$ cat config.mk
export PLATFORM = sky130hd
export DESIGN_NAME = alu_issue_sequencer_flat
export DESIGN_NICKNAME = d
export VERILOG_FILES = /design/src/rtl/alu_issue_sequencer_if.sv /design/src/rtl/alu_issue_sequencer.sv /design/src/flat_wrapper.sv
export SDC_FILE = /design/constraint.sdc
export NUM_CORES = 1
export LEC_CHECK = 0
export ABC_CLOCK_PERIOD_IN_PS = 4000
export BUFFER_PORTS_ARGS = -buffer_cell sky130_fd_sc_hd__clkbuf_2
export CAP_MARGIN = 10
export CORE_MARGIN = 1
export CORE_UTILIZATION = 55
export DETAILED_ROUTE_END_ITERATION = 6
export PLACE_DENSITY_LB_ADDON = 0.15
export SLEW_MARGIN = 25
export SYNTH_ARGS = -nofsm -noshare
export SYNTH_HDL_FRONTEND = slang
export SYNTH_SLANG_ARGS = --single-unit
$ cat constraint.sdc
create_clock -name clk -period 4 [get_ports clk]
set_clock_uncertainty 0.05 [all_clocks]
set_input_delay 0.6 -clock clk [delete_from_list [all_inputs] [get_ports clk]]
set_output_delay 0.6 -clock clk [all_outputs]
set_load 0.005 [all_outputs]
$ cat src/rtl/alu_issue_sequencer_if.sv
// Bus between the ALU issue sequencer and its host: program load, run control,
// ALU operand/result path, status and the result-buffer read port.
interface alu_issue_sequencer_if #(
  parameter int AW = 3
) ();
  logic          prog_we;
  logic [AW-1:0] prog_addr;
  logic [7:0]    prog_a;
  logic [7:0]    prog_b;
  logic [2:0]    prog_op;
  logic [AW:0]   prog_len;
  logic          start;
  logic [7:0]    a;
  logic [7:0]    b;
  logic [2:0]    opcode;
  logic [7:0]    alu_out;
  logic          carry_out;
  logic          busy;
  logic          done;
  logic [AW:0]   res_count;
  logic [AW-1:0] rd_addr;
  logic [8:0]    rd_data;

  // Host side: loads programs, starts runs, hosts the ALU and reads results.
  modport master (
    output prog_we, prog_addr, prog_a, prog_b, prog_op, prog_len, start,
    output alu_out, carry_out, rd_addr,
    input  a, b, opcode, busy, done, res_count, rd_data
  );

  // Sequencer side.
  modport slave (
    input  prog_we, prog_addr, prog_a, prog_b, prog_op, prog_len, start,
    input  alu_out, carry_out, rd_addr,
    output a, b, opcode, busy, done, res_count, rd_data
  );
endinterface

$ cat src/rtl/alu_issue_sequencer.sv
// Self-running ALU issuer: steps through a stored {a, b, opcode} program, waits out
// the ALU latency per entry and captures {carry_out, alu_out} into a result buffer.
module alu_issue_sequencer #(
  parameter int DEPTH   = 8,
  parameter int AW      = 3,
  parameter int ALU_LAT = 1
) (
  input logic                  clk,
  input logic                  reset,
  alu_issue_sequencer_if.slave bus
);

  localparam int CW = (ALU_LAT > 1) ? $clog2(ALU_LAT) : 1;

  typedef enum logic [2:0] {
    S_IDLE,
    S_ISSUE,
    S_WAIT,
    S_CAPTURE,
    S_DONE
  } state_t;

  typedef struct packed {
    logic [7:0] a;
    logic [7:0] b;
    logic [2:0] op;
  } entry_t;

  state_t        r_state;
  state_t        w_next_state;
  logic          w_busy;
  logic          w_done;
  logic          w_last;
  logic [AW:0]   w_len_clamped;

  entry_t        r_prog [DEPTH];
  logic [8:0]    r_res  [DEPTH];
  logic [AW:0]   r_len;
  logic [AW-1:0] r_idx;
  logic [CW-1:0] r_wait_cnt;
  logic [AW:0]   r_res_count;
  logic [7:0]    r_a;
  logic [7:0]    r_b;
  logic [2:0]    r_op;
  logic [8:0]    r_rd_data;

  assign w_len_clamped = (bus.prog_len > (AW+1)'(DEPTH)) ? (AW+1)'(DEPTH) : bus.prog_len;
  assign w_last        = (({1'b0, r_idx} + (AW+1)'(1)) == r_len);

  always_ff @(posedge clk) begin
    if (reset) r_state <= S_IDLE;
    else       r_state <= w_next_state;
  end

  // NOTE: every output of this block gets a default first so no path infers a latch.
  always_comb begin
    w_next_state = r_state;
    w_busy       = 1'b1;
    w_done       = 1'b0;
    unique case (r_state)
      S_IDLE: begin
        w_busy = 1'b0;
        if (bus.start) w_next_state = (w_len_clamped == '0) ? S_DONE : S_ISSUE;
      end
      S_ISSUE:   w_next_state = S_WAIT;
      S_WAIT:    if (r_wait_cnt == '0) w_next_state = S_CAPTURE;
      S_CAPTURE: w_next_state = w_last ? S_DONE : S_ISSUE;
      S_DONE: begin
        w_done       = 1'b1;
        w_next_state = S_IDLE;
      end
      default: w_next_state = S_IDLE;
    endcase
  end

  // NOTE: program and result memories have no reset; captured results survive an abort.
  always_ff @(posedge clk) begin
    if (bus.prog_we && !w_busy)
      r_prog[bus.prog_addr] <= '{a: bus.prog_a, b: bus.prog_b, op: bus.prog_op};
    if (!reset && r_state == S_CAPTURE)
      r_res[r_idx] <= {bus.carry_out, bus.alu_out};
  end

  // Registered read: a capture to the same entry becomes visible one cycle later.
  always_ff @(posedge clk) begin
    if (reset) r_rd_data <= '0;
    else       r_rd_data <= r_res[bus.rd_addr];
  end

  always_ff @(posedge clk) begin
    if (reset) begin
      r_a         <= '0;
      r_b         <= '0;
      r_op        <= '0;
      r_len       <= '0;
      r_idx       <= '0;
      r_wait_cnt  <= '0;
      r_res_count <= '0;
    end else begin
      unique case (r_state)
        S_IDLE: begin
          if (bus.start) begin
            r_len       <= w_len_clamped;
            r_idx       <= '0;
            r_res_count <= '0;
          end
        end
        S_ISSUE: begin
          r_a        <= r_prog[r_idx].a;
          r_b        <= r_prog[r_idx].b;
          r_op       <= r_prog[r_idx].op;
          r_wait_cnt <= CW'(ALU_LAT - 1);
        end
        S_WAIT: begin
          if (r_wait_cnt != '0) r_wait_cnt <= r_wait_cnt - 1'b1;
        end
        S_CAPTURE: begin
          r_res_count <= r_res_count + 1'b1;
          r_idx       <= r_idx + 1'b1;
        end
        default: ;
      endcase
    end
  end

  assign bus.a         = r_a;
  assign bus.b         = r_b;
  assign bus.opcode    = r_op;
  assign bus.busy      = w_busy;
  assign bus.done      = w_done;
  assign bus.res_count = r_res_count;
  assign bus.rd_data   = r_rd_data;

endmodule

$ cat src/flat_wrapper.sv
// flat-port wrapper written by rule: the top's interface ports become plain ports
module alu_issue_sequencer_flat 
#(
  parameter int DEPTH   = 8,
  parameter int AW      = 3,
  parameter int ALU_LAT = 1
)
  (clk, reset, bus_prog_we, bus_prog_addr, bus_prog_a, bus_prog_b, bus_prog_op, bus_prog_len, bus_start, bus_alu_out, bus_carry_out, bus_rd_addr, bus_a, bus_b, bus_opcode, bus_busy, bus_done, bus_res_count, bus_rd_data);
  alu_issue_sequencer_if #(.AW(AW)) bus_i ();
  input logic clk;
  input logic reset;
  input wire logic [$bits(bus_i.prog_we)-1:0] bus_prog_we;
  input wire logic [$bits(bus_i.prog_addr)-1:0] bus_prog_addr;
  input wire logic [$bits(bus_i.prog_a)-1:0] bus_prog_a;
  input wire logic [$bits(bus_i.prog_b)-1:0] bus_prog_b;
  input wire logic [$bits(bus_i.prog_op)-1:0] bus_prog_op;
  input wire logic [$bits(bus_i.prog_len)-1:0] bus_prog_len;
  input wire logic [$bits(bus_i.start)-1:0] bus_start;
  input wire logic [$bits(bus_i.alu_out)-1:0] bus_alu_out;
  input wire logic [$bits(bus_i.carry_out)-1:0] bus_carry_out;
  input wire logic [$bits(bus_i.rd_addr)-1:0] bus_rd_addr;
  output wire logic [$bits(bus_i.a)-1:0] bus_a;
  output wire logic [$bits(bus_i.b)-1:0] bus_b;
  output wire logic [$bits(bus_i.opcode)-1:0] bus_opcode;
  output wire logic [$bits(bus_i.busy)-1:0] bus_busy;
  output wire logic [$bits(bus_i.done)-1:0] bus_done;
  output wire logic [$bits(bus_i.res_count)-1:0] bus_res_count;
  output wire logic [$bits(bus_i.rd_data)-1:0] bus_rd_data;
  assign bus_i.prog_we = bus_prog_we;
  assign bus_i.prog_addr = bus_prog_addr;
  assign bus_i.prog_a = bus_prog_a;
  assign bus_i.prog_b = bus_prog_b;
  assign bus_i.prog_op = bus_prog_op;
  assign bus_i.prog_len = bus_prog_len;
  assign bus_i.start = bus_start;
  assign bus_i.alu_out = bus_alu_out;
  assign bus_i.carry_out = bus_carry_out;
  assign bus_i.rd_addr = bus_rd_addr;
  assign bus_a = bus_i.a;
  assign bus_b = bus_i.b;
  assign bus_opcode = bus_i.opcode;
  assign bus_busy = bus_i.busy;
  assign bus_done = bus_i.done;
  assign bus_res_count = bus_i.res_count;
  assign bus_rd_data = bus_i.rd_data;
  alu_issue_sequencer #(.DEPTH(DEPTH), .AW(AW), .ALU_LAT(ALU_LAT)) u_core (.clk(clk), .reset(reset), .bus(bus_i));
endmodule
==> results.yml, run 1 <==
grt:
  grt_first_pass_wirelength_um: 30800
  grt_pass1_vias: 5519
  grt_usage: 0.209
  antenna_found_initial: 0
  grt_max_degree: 60
  globalRoute.totalOverflow: 0
synth:
  syn_avg_cell_area_um2: 17.8
  synth_cells: 578
  synth.top_cell.area_share: 0.655
  yosysTopAreaCell: "edfxtp_1"
  synth_edf_count: 224
  synth_top_family_by_area: "multiplexers"
  yosys.area_share.simple: 0.0554
  yosysWarnings: 0
  yosys-top-cells-count: "edfxtp_1 (224), nor2_1 (50), dfxtp_1 (42), mux2i_1 (38), mux4_2 (36)"
  synthArstFlopShare: 0
  yosys-top-cells-area: "edfxtp_1 (65%), dfxtp_1 (8.2%), mux4_2 (7.9%)"
  synth.distinct_cells: 44
  synth_most_common_cell: "edfxtp_1"
  synth_mux_area_frac: 0.127
  ys.flop_type: "edfxtp_1"
  ys_ff_latch: 266
  synth_nets: 622
  yosysSeqAreaShare: 0.737
  synth_xor_area_frac: 0.00426
  synth_fa_ha_area_frac: 0.00244
  synth_compound_area_frac: 0.0531
  syn_area_mm2: 0.0103
detailed_routing:
  drtIter0Drc: 304
  drt-pass1-iter-count: 7
  ant_nets: 0
  postRouteWirelength_um: 19500
  viasPerCell: 5.83
  via_count: 5328
  drc: 13
  wl_per_cell_um: 21.3
pwr:
  totalPowerFinal_mw: 6.06
  p_leak_nw: 3.90
  ir_drop_mv: 0.434
  power_density_mw_per_mm2: 515
layout:
  final_nets: 707
  final_area_mm2: 0.0118
  synthToLayoutAreaGrowth_pct: 14.7
  finalCoreUtilization: 0.649
  drive_above_1_share: 0.292
  antennaDiodeCount: 0
die:
  core_area_mm2: 0.0181
  rows: 49
  dieArea_mm2: 0.0192
  die_w_um: 139
  pin_count: 76
  die_h_um: 139
  start_util: 0.566
worst_setup_path:
  r2r_cells: 3
  r2r_start: "u_core.r_state[0]"
  start_kind: "flip-flop"
  path_delay_family: "simple AND/OR/NAND/NOR gates"
  worst_r2r_endpoint: "u_core.r_prog[7][14]"
  end_kind: "flip-flop"
  slowest_delay_ps: 650
  arrival_ps: 2500
  cp.buffers_inverters: 0
  worstPathCellList: "nor3_1 > nand3_1 > nor2_4"
  cp.required_ps: 4110
  r2r_setup_slack_ps: 1600
  cp_max_fo: 19
  worstSetupPathType: "flip-flop to flip-flop"
  cp_slowest_cell: "nor2_4"
job:
  cap_violations: 0
clock_tree:
  cts-htree-levels: 1
  cts_buffer_depth: 3
  cts_made_buffers: 28
  cts_setup_buffers: 0
  root_buffer: "clkbuf_16"
  cts_tree: "built"
  cts_resized: 0
  cts_num_sinks: 266
  cts_hold_buffers: 0
  clock_latency_ps: 530
  clk_pin_slew_ps: 60
timing:
  max_freq_ghz: 0.417
  finalCritPeriodShare: 0.600
  hold_slack_ps: 297
  tightest_slew_ps: 817
  relSlewSlack: 0.454
  finalHoldViolCount: 0
  setup-violations-final: 0
  fin_tns_setup_ps: 0
  rsz0062_at_grt: "false"
  fin_crit_ps: 2400
  maxSlewViolCount: 0
worst_hold_path:
  hp-class: "input port to flip-flop"
  whs_endpoint: "u_core.r_prog[0][0]"
  min_from: "bus_prog_op[0]"
  whs_path_depth: 1
status:
  status: "finished with violations"
  violations: "design-rule violations"
place:
  placed_cell_area_mm2: 0.0109
  dp_hpwl_um: 11700
  globalplace.congestion: 0.825
  portBuffers: 75
[report_power, final]
group	leakage (nW)	internal, mW	switching, mW
logic	1.08	0.153	0.233
clock network	0.450	1.52	1.00
registers	2.37	3.10	0.0583
total	3.90	4.77	1.29
[through the flow]
| step | instances | worst slack [ps] |
|---|---|---|
| 5_1_grt | 914 | 1320 |
| 2_1_floorplan | 578 | 1190 |
| 3_5_place_dp | 862 | 1480 |
| 3_3_place_gp | 862 | 1410 |
| 4_1_cts | 914 | 1620 |
| 6_report | 914 | 1600 |
[cell type report]
| cell class | count | area [µm²] |
|---|---|---|
| Tap cell | 229 | 287 |
| Clock buffer | 37 | 756 |
| Timing Repair Buffer | 90 | 488 |
| Multi-Input combinational cell | 276 | 2520 |
| Inverter | 1 | 3.75 |
| Clock inverter | 15 | 150 |
| Fill cell | 1263 | 6370 |
| Sequential cell | 266 | 7570 |
[routing by layer]
layer  vias to the layer above  routed length (µm)  track usage
met5                         -                   0            0
met4                         0                 472       0.0626
li1                       2474                   -            -
met3                        35                 912       0.0338
met2                       136               10100        0.370
met1                      2683                8010        0.268
[cells in the final DEF, fill, tap and decap left out, drive strengths merged, types with 11 or more instances in the layout]
cell,count
edfxtp,224
nor3b,12
a21oi,30
nor2,50
clkbuf,112
nand2,14
buf,15
mux4,36
clkinv,11
mux2i,38
dfxtp,42
[logic make-up after synthesis]
logic type | Yosys count
AOI/OAI and AO/OA | 74
muxes | 84
and+or+nand+nor | 111
DFF | 266
xor gates and xnor gates | 5
buffers and inverters | 36
adders and majority gates | 2
[worst reg2reg max path, cell delays in order (launching register included)]
cell	delay, ps
dfxtp_1	410
nor3_1	560
nand3_1	360
nor2_4	650
[worst max path at each step]
stage,from,to,cells after the start
floorplan,u_core.r_state[0],u_core.r_prog[1][0],4
global placement,u_core.r_state[0],u_core.r_prog[7][3],3
detailed placement,reset,u_core.r_res[2][0],3
CTS,u_core.r_state[0],u_core.r_prog[7][1],3
global route,u_core.r_state[0],u_core.r_prog[7][17],3
finish,u_core.r_state[0],u_core.r_prog[7][14],3
[registers in the layout, summed over array words and instances, names as in the netlist]
name                  count
u_core.bus.res_count      4
u_core.r_len              4
u_core.r_res             72
u_core.bus.b              8
u_core.bus.rd_data        9
u_core.r_state            3
u_core.r_prog           152
u_core.bus.opcode         3
u_core.bus.a              8
u_core.r_idx              3
Note: power is estimated with default switching activity, not from simulation.
==> run 2, diff against run 1 <==
- ABC_CLOCK_PERIOD_IN_PS: 4000 -> 2400
- clock period: 4 -> 2.4 ns (I/O delays scaled with it)
==> run 2 against run 1 <==
Against the previous run:
- the flow still finishes with violations (design-rule violations)
- non-clock buffer count up 15
- global-route usage down 0.10 points
- sequential share of layout area down 0.36 points
- critical path depth up 1
- fmax up 16%
==> results.yml, run 2 (synthesis results as in run 1) <==
detailed_routing:
  drtIter0Drc: 364
  drc: 5
  wl_per_cell_um: 20.9
  postRouteWirelength_um: 19400
  via_count: 5372
  ant_nets: 0
  viasPerCell: 5.81
  drt-pass1-iter-count: 7
clock_tree:
  clk_pin_slew_ps: 60
  cts_buffer_depth: 3
  cts_tree: "built"
  clock_latency_ps: 510
  cts_num_sinks: 266
  cts_made_buffers: 26
  cts_hold_buffers: 0
  cts-htree-levels: 1
  root_buffer: "clkbuf_16"
  cts_resized: 0
  cts_setup_buffers: 0
place:
  dp_hpwl_um: 11900
  placedCellCount: 877
  dp_slack_ps: 432
  globalplace.congestion: 0.789
  placed_cell_area_mm2: 0.0110
  portBuffers: 75
layout:
  final_nets: 720
  largest_reg_flops: 152
  regMostFlops: "u_core.r_prog"
  synthToLayoutAreaGrowth_pct: 15.3
  final_area_mm2: 0.0118
  drive_above_1_share: 0.299
  layout_commonest_cell: "edfxtp_1"
  finalCoreUtilization: 0.653
  antennaDiodeCount: 0
  final_cell_mix: "edfxtp_1 (224), clkbuf_2 (75), nor2_1 (44)"
  final_cells: 925
pwr:
  p_leak_nw: 3.94
  power_density_mw_per_mm2: 823
  ir_drop_mv: 0.545
  totalPowerFinal_mw: 9.75
timing:
  setup-violations-final: 0
  tightest_slew_ps: 589
  relSlewSlack: 0.606
  fin_crit_ps: 2070
  maxSlewViolCount: 0
  setup_ws_ps: 329
  finalCritPeriodShare: 0.863
  fin_tns_setup_ps: 0
  rsz0062_at_grt: "false"
  hold_slack_ps: 72.4
  max_freq_ghz: 0.483
  finalHoldViolCount: 0
worst_setup_path:
  worstPathCellList: "nand3b_1 > or3_1 > nor2_1 > buf_4"
  worst_r2r_endpoint: "u_core.r_res[6][7]"
  r2r_setup_slack_ps: 330
  cp_max_fo: 10
  r2r_start: "u_core.r_state[1]"
  r2r_cells: 4
  arrival_ps: 2220
  start_kind: "flip-flop"
  cp.required_ps: 2550
  slowest_delay_ps: 540
  cp_slowest_cell: "dfxtp_1"
  end_kind: "flip-flop"
  worstSetupPathType: "flip-flop to flip-flop"
die:
  core_area_mm2: 0.0181
  die_h_um: 139
  start_util: 0.566
  die_w_um: 139
  rows: 49
  dieArea_mm2: 0.0192
  pin_count: 76
status:
  status: "finished with violations"
  violations: "design-rule violations"
worst_hold_path:
  min_from: "bus_prog_b[6]"
  hp-class: "input port to flip-flop"
  whs_endpoint: "u_core.r_prog[7][9]"
  whs_path_depth: 1
grt:
  grt_first_pass_wirelength_um: 30700
  globalRoute.totalOverflow: 0
  grt_usage: 0.208
  grt_pass1_vias: 5657
  grt_max_degree: 39
  antenna_found_initial: 0
job:
  cap_violations: 0
## run 2: per-layer routing
metal,share of wire,vias up,GRT usage
met3,0.040,28,0.0311
met1,0.43,2728,0.274
met5,0,-,0
li1,-,2492,-
met4,0.020,0,0.0526
met2,0.52,124,0.367
## run 2: how the worst max path moves through the flow
| stage | to | slack, ps | cells past startpoint | startpoint |
|---|---|---|---|---|
| 2_1_floorplan | u_core.r_prog[7][0] | 90 | 4 | u_core.r_state[0] |
| 3_3_place_gp | u_core.r_res[0][0] | 500 | 4 | u_core.r_state[1] |
| 3_5_place_dp | u_core.bus.b[1] | 430 | 5 | u_core.r_idx[1] |
| 4_1_cts | u_core.r_res[6][2] | 350 | 4 | u_core.r_state[1] |
| 5_1_grt | u_core.r_res[6][7] | 240 | 4 | u_core.r_state[1] |
| 6_report | u_core.r_res[6][7] | 330 | 4 | u_core.r_state[1] |
## run 2: cell type report
class / instances / area [µm²]
clock buffer: 40 / 754
clock inverter: 8 / 60.1
fill: 1249 / 6300
inverter: 1 / 3.75
multi-input combinational: 276 / 2520
sequential: 266 / 7570
tap: 229 / 287
timing repair buffer: 105 / 651
## run 2: where the power goes
group          switching, mW  internal (mW)  leakage (nW)
Clock                   1.59           2.26         0.398
Sequential            0.0944           5.16          2.37
Combinational          0.380          0.269          1.17
Total                   2.06           7.69          3.94
## run 2: worst max-delay path, delay by kind of cell (launching register included)
kind | cells | cell delay (ps)
buffers and inverters | 1 | 250
DFF | 1 | 540
and+or+nand+nor | 3 | 920
==> run 3, diff against run 2 <==
- CTS_BUF_LIST: unset -> sky130_fd_sc_hd__clkbuf_8 sky130_fd_sc_hd__clkbuf_16
- PLACE_DENSITY: unset -> 0.83
- PLACE_DENSITY_LB_ADDON: 0.15 -> unset
==> run 3 against run 2 <==
Against the previous run:
- register-to-register slack gained 90 ps
- critical endpoint is now u_core.r_res[4][2]
- non-clock buffer count grew 3
- flip-flop and latch count is the same
- sequential power is essentially flat
- cell count grew 0.32%
- the run still ends with design-rule violations left
- fmax grew 4.4%
- largest power group unchanged
- largest cell class unchanged
==> results.yml, run 3 (synthesis results as in run 1) <==
worst_setup_path:
  worstSetupPathType: "flip-flop to flip-flop"
  start_kind: "flip-flop"
  slowest_delay_ps: 550
  end_kind: "flip-flop"
  cp_max_fo: 10
  worstPathCellList: "nand3b_1 > or3_1 > nor2_1 > buf_4"
  cp.required_ps: 2570
  r2r_setup_slack_ps: 420
  cp_slowest_cell: "dfxtp_1"
  arrival_ps: 2150
die:
  start_util: 0.566
  die_h_um: 139
  rows: 49
  die_w_um: 139
  dieArea_mm2: 0.0192
  pin_count: 76
  core_area_mm2: 0.0181
place:
  dp_hpwl_um: 12400
  placedCellCount: 880
  dp_slack_ps: 458
  portBuffers: 75
  globalplace.congestion: 0.835
clock_tree:
  clk_pin_slew_ps: 60
  cts_buffer_depth: 3
  cts_setup_buffers: 0
  cts_num_sinks: 266
  cts_hold_buffers: 0
  cts_resized: 0
  cts_tree: "built"
  clock_latency_ps: 530
  cts_made_buffers: 26
  root_buffer: "clkbuf_16"
  cts-htree-levels: 1
grt:
  antenna_found_initial: 1
  grt_usage: 0.210
  grt_pass1_vias: 5716
  grt_max_degree: 41
  globalRoute.totalOverflow: 0
  grt_first_pass_wirelength_um: 31100
timing:
  hold_slack_ps: 59.7
  max_freq_ghz: 0.504
  finalCritPeriodShare: 0.826
  fin_tns_setup_ps: 0
  setup-violations-final: 0
  tightest_slew_ps: 628
  fin_crit_ps: 1980
  setup_ws_ps: 417
  relSlewSlack: 0.580
  maxSlewViolCount: 0
  rsz0062_at_grt: "false"
  finalHoldViolCount: 0
worst_hold_path:
  hp-class: "input port to flip-flop"
status:
  status: "finished with violations"
  violations: "design-rule violations"
pwr:
  ir_drop_mv: 0.658
  p_leak_nw: 4.00
  power_density_mw_per_mm2: 837
layout:
  layout_commonest_cell: "edfxtp_1"
  drive_above_1_share: 0.296
  final_cell_mix: "edfxtp_1 (224), clkbuf_2 (75), nor2_1 (50)"
  final_nets: 723
  antennaDiodeCount: 0
  final_cells: 928
  synthToLayoutAreaGrowth_pct: 15.7
  largest_reg_flops: 152
  regMostFlops: "u_core.r_prog"
detailed_routing:
  wl_per_cell_um: 21.4
  via_count: 5596
  drt-pass1-iter-count: 7
  drtIter0Drc: 480
  viasPerCell: 6.03
  postRouteWirelength_um: 19900
  ant_nets: 0
  drc: 4
job:
  cap_violations: 0
[run 3: per-layer routing]
metal | global-route usage | vias up | wire (µm)
met5 | 0 | - | 13
li1 | - | 2500 | -
met1 | 0.269 | 2810 | 8040
met2 | 0.361 | 232 | 10000
met3 | 0.0390 | 52 | 1230
met4 | 0.0760 | 2 | 577
[run 3: path summary, 6_finish.rpt]
kind | cells after the start | endpoint | from
hold reg to reg | 2 | u_core.r_len[0] | u_core.r_len[0]
hold / removal | 1 | u_core.r_prog[7][9] | bus_prog_b[6]
setup reg to reg | 4 | u_core.r_res[4][2] | u_core.r_state[1]
setup / recovery | 4 | u_core.r_res[4][2] | u_core.r_state[1]
[run 3: worst max-delay path, delay by kind of cell (launching register included)]
kind	cells	cell delay, ps
and+or+nand+nor	3	870
DFF	1	550
buffers and inverters	1	210
[run 3: final cells by class]
cell class | instances | area (µm²)
multi-input combinational | 276 | 2500
fill | 1191 | 6260
timing repair buffer | 108 | 661
tap | 229 | 287
sequential | 266 | 7570
clock buffer | 29 | 703
inverter | 1 | 3.75
clock inverter | 19 | 158
[run 3: where the power goes]
| part | leakage (nW) | switching (mW) | internal [mW] |
|---|---|---|---|
| Combinational | 1.19 | 0.392 | 0.271 |
| Sequential | 2.37 | 0.0968 | 5.16 |
| Clock | 0.447 | 1.62 | 2.41 |
[run 3: per-stage QoR]
| stage | total power [mW] | util | area (µm²) |
|---|---|---|---|
| detailed placement | 6.01 | 0.608 | 11000 |
| floorplan | 5.72 | - | 10300 |
| global placement | 5.97 | 0.608 | 11000 |
| global route | 10.3 | 0.655 | 11900 |
| CTS | 10.0 | 0.655 | 11900 |
| finish | 9.95 | 0.655 | 11900 |
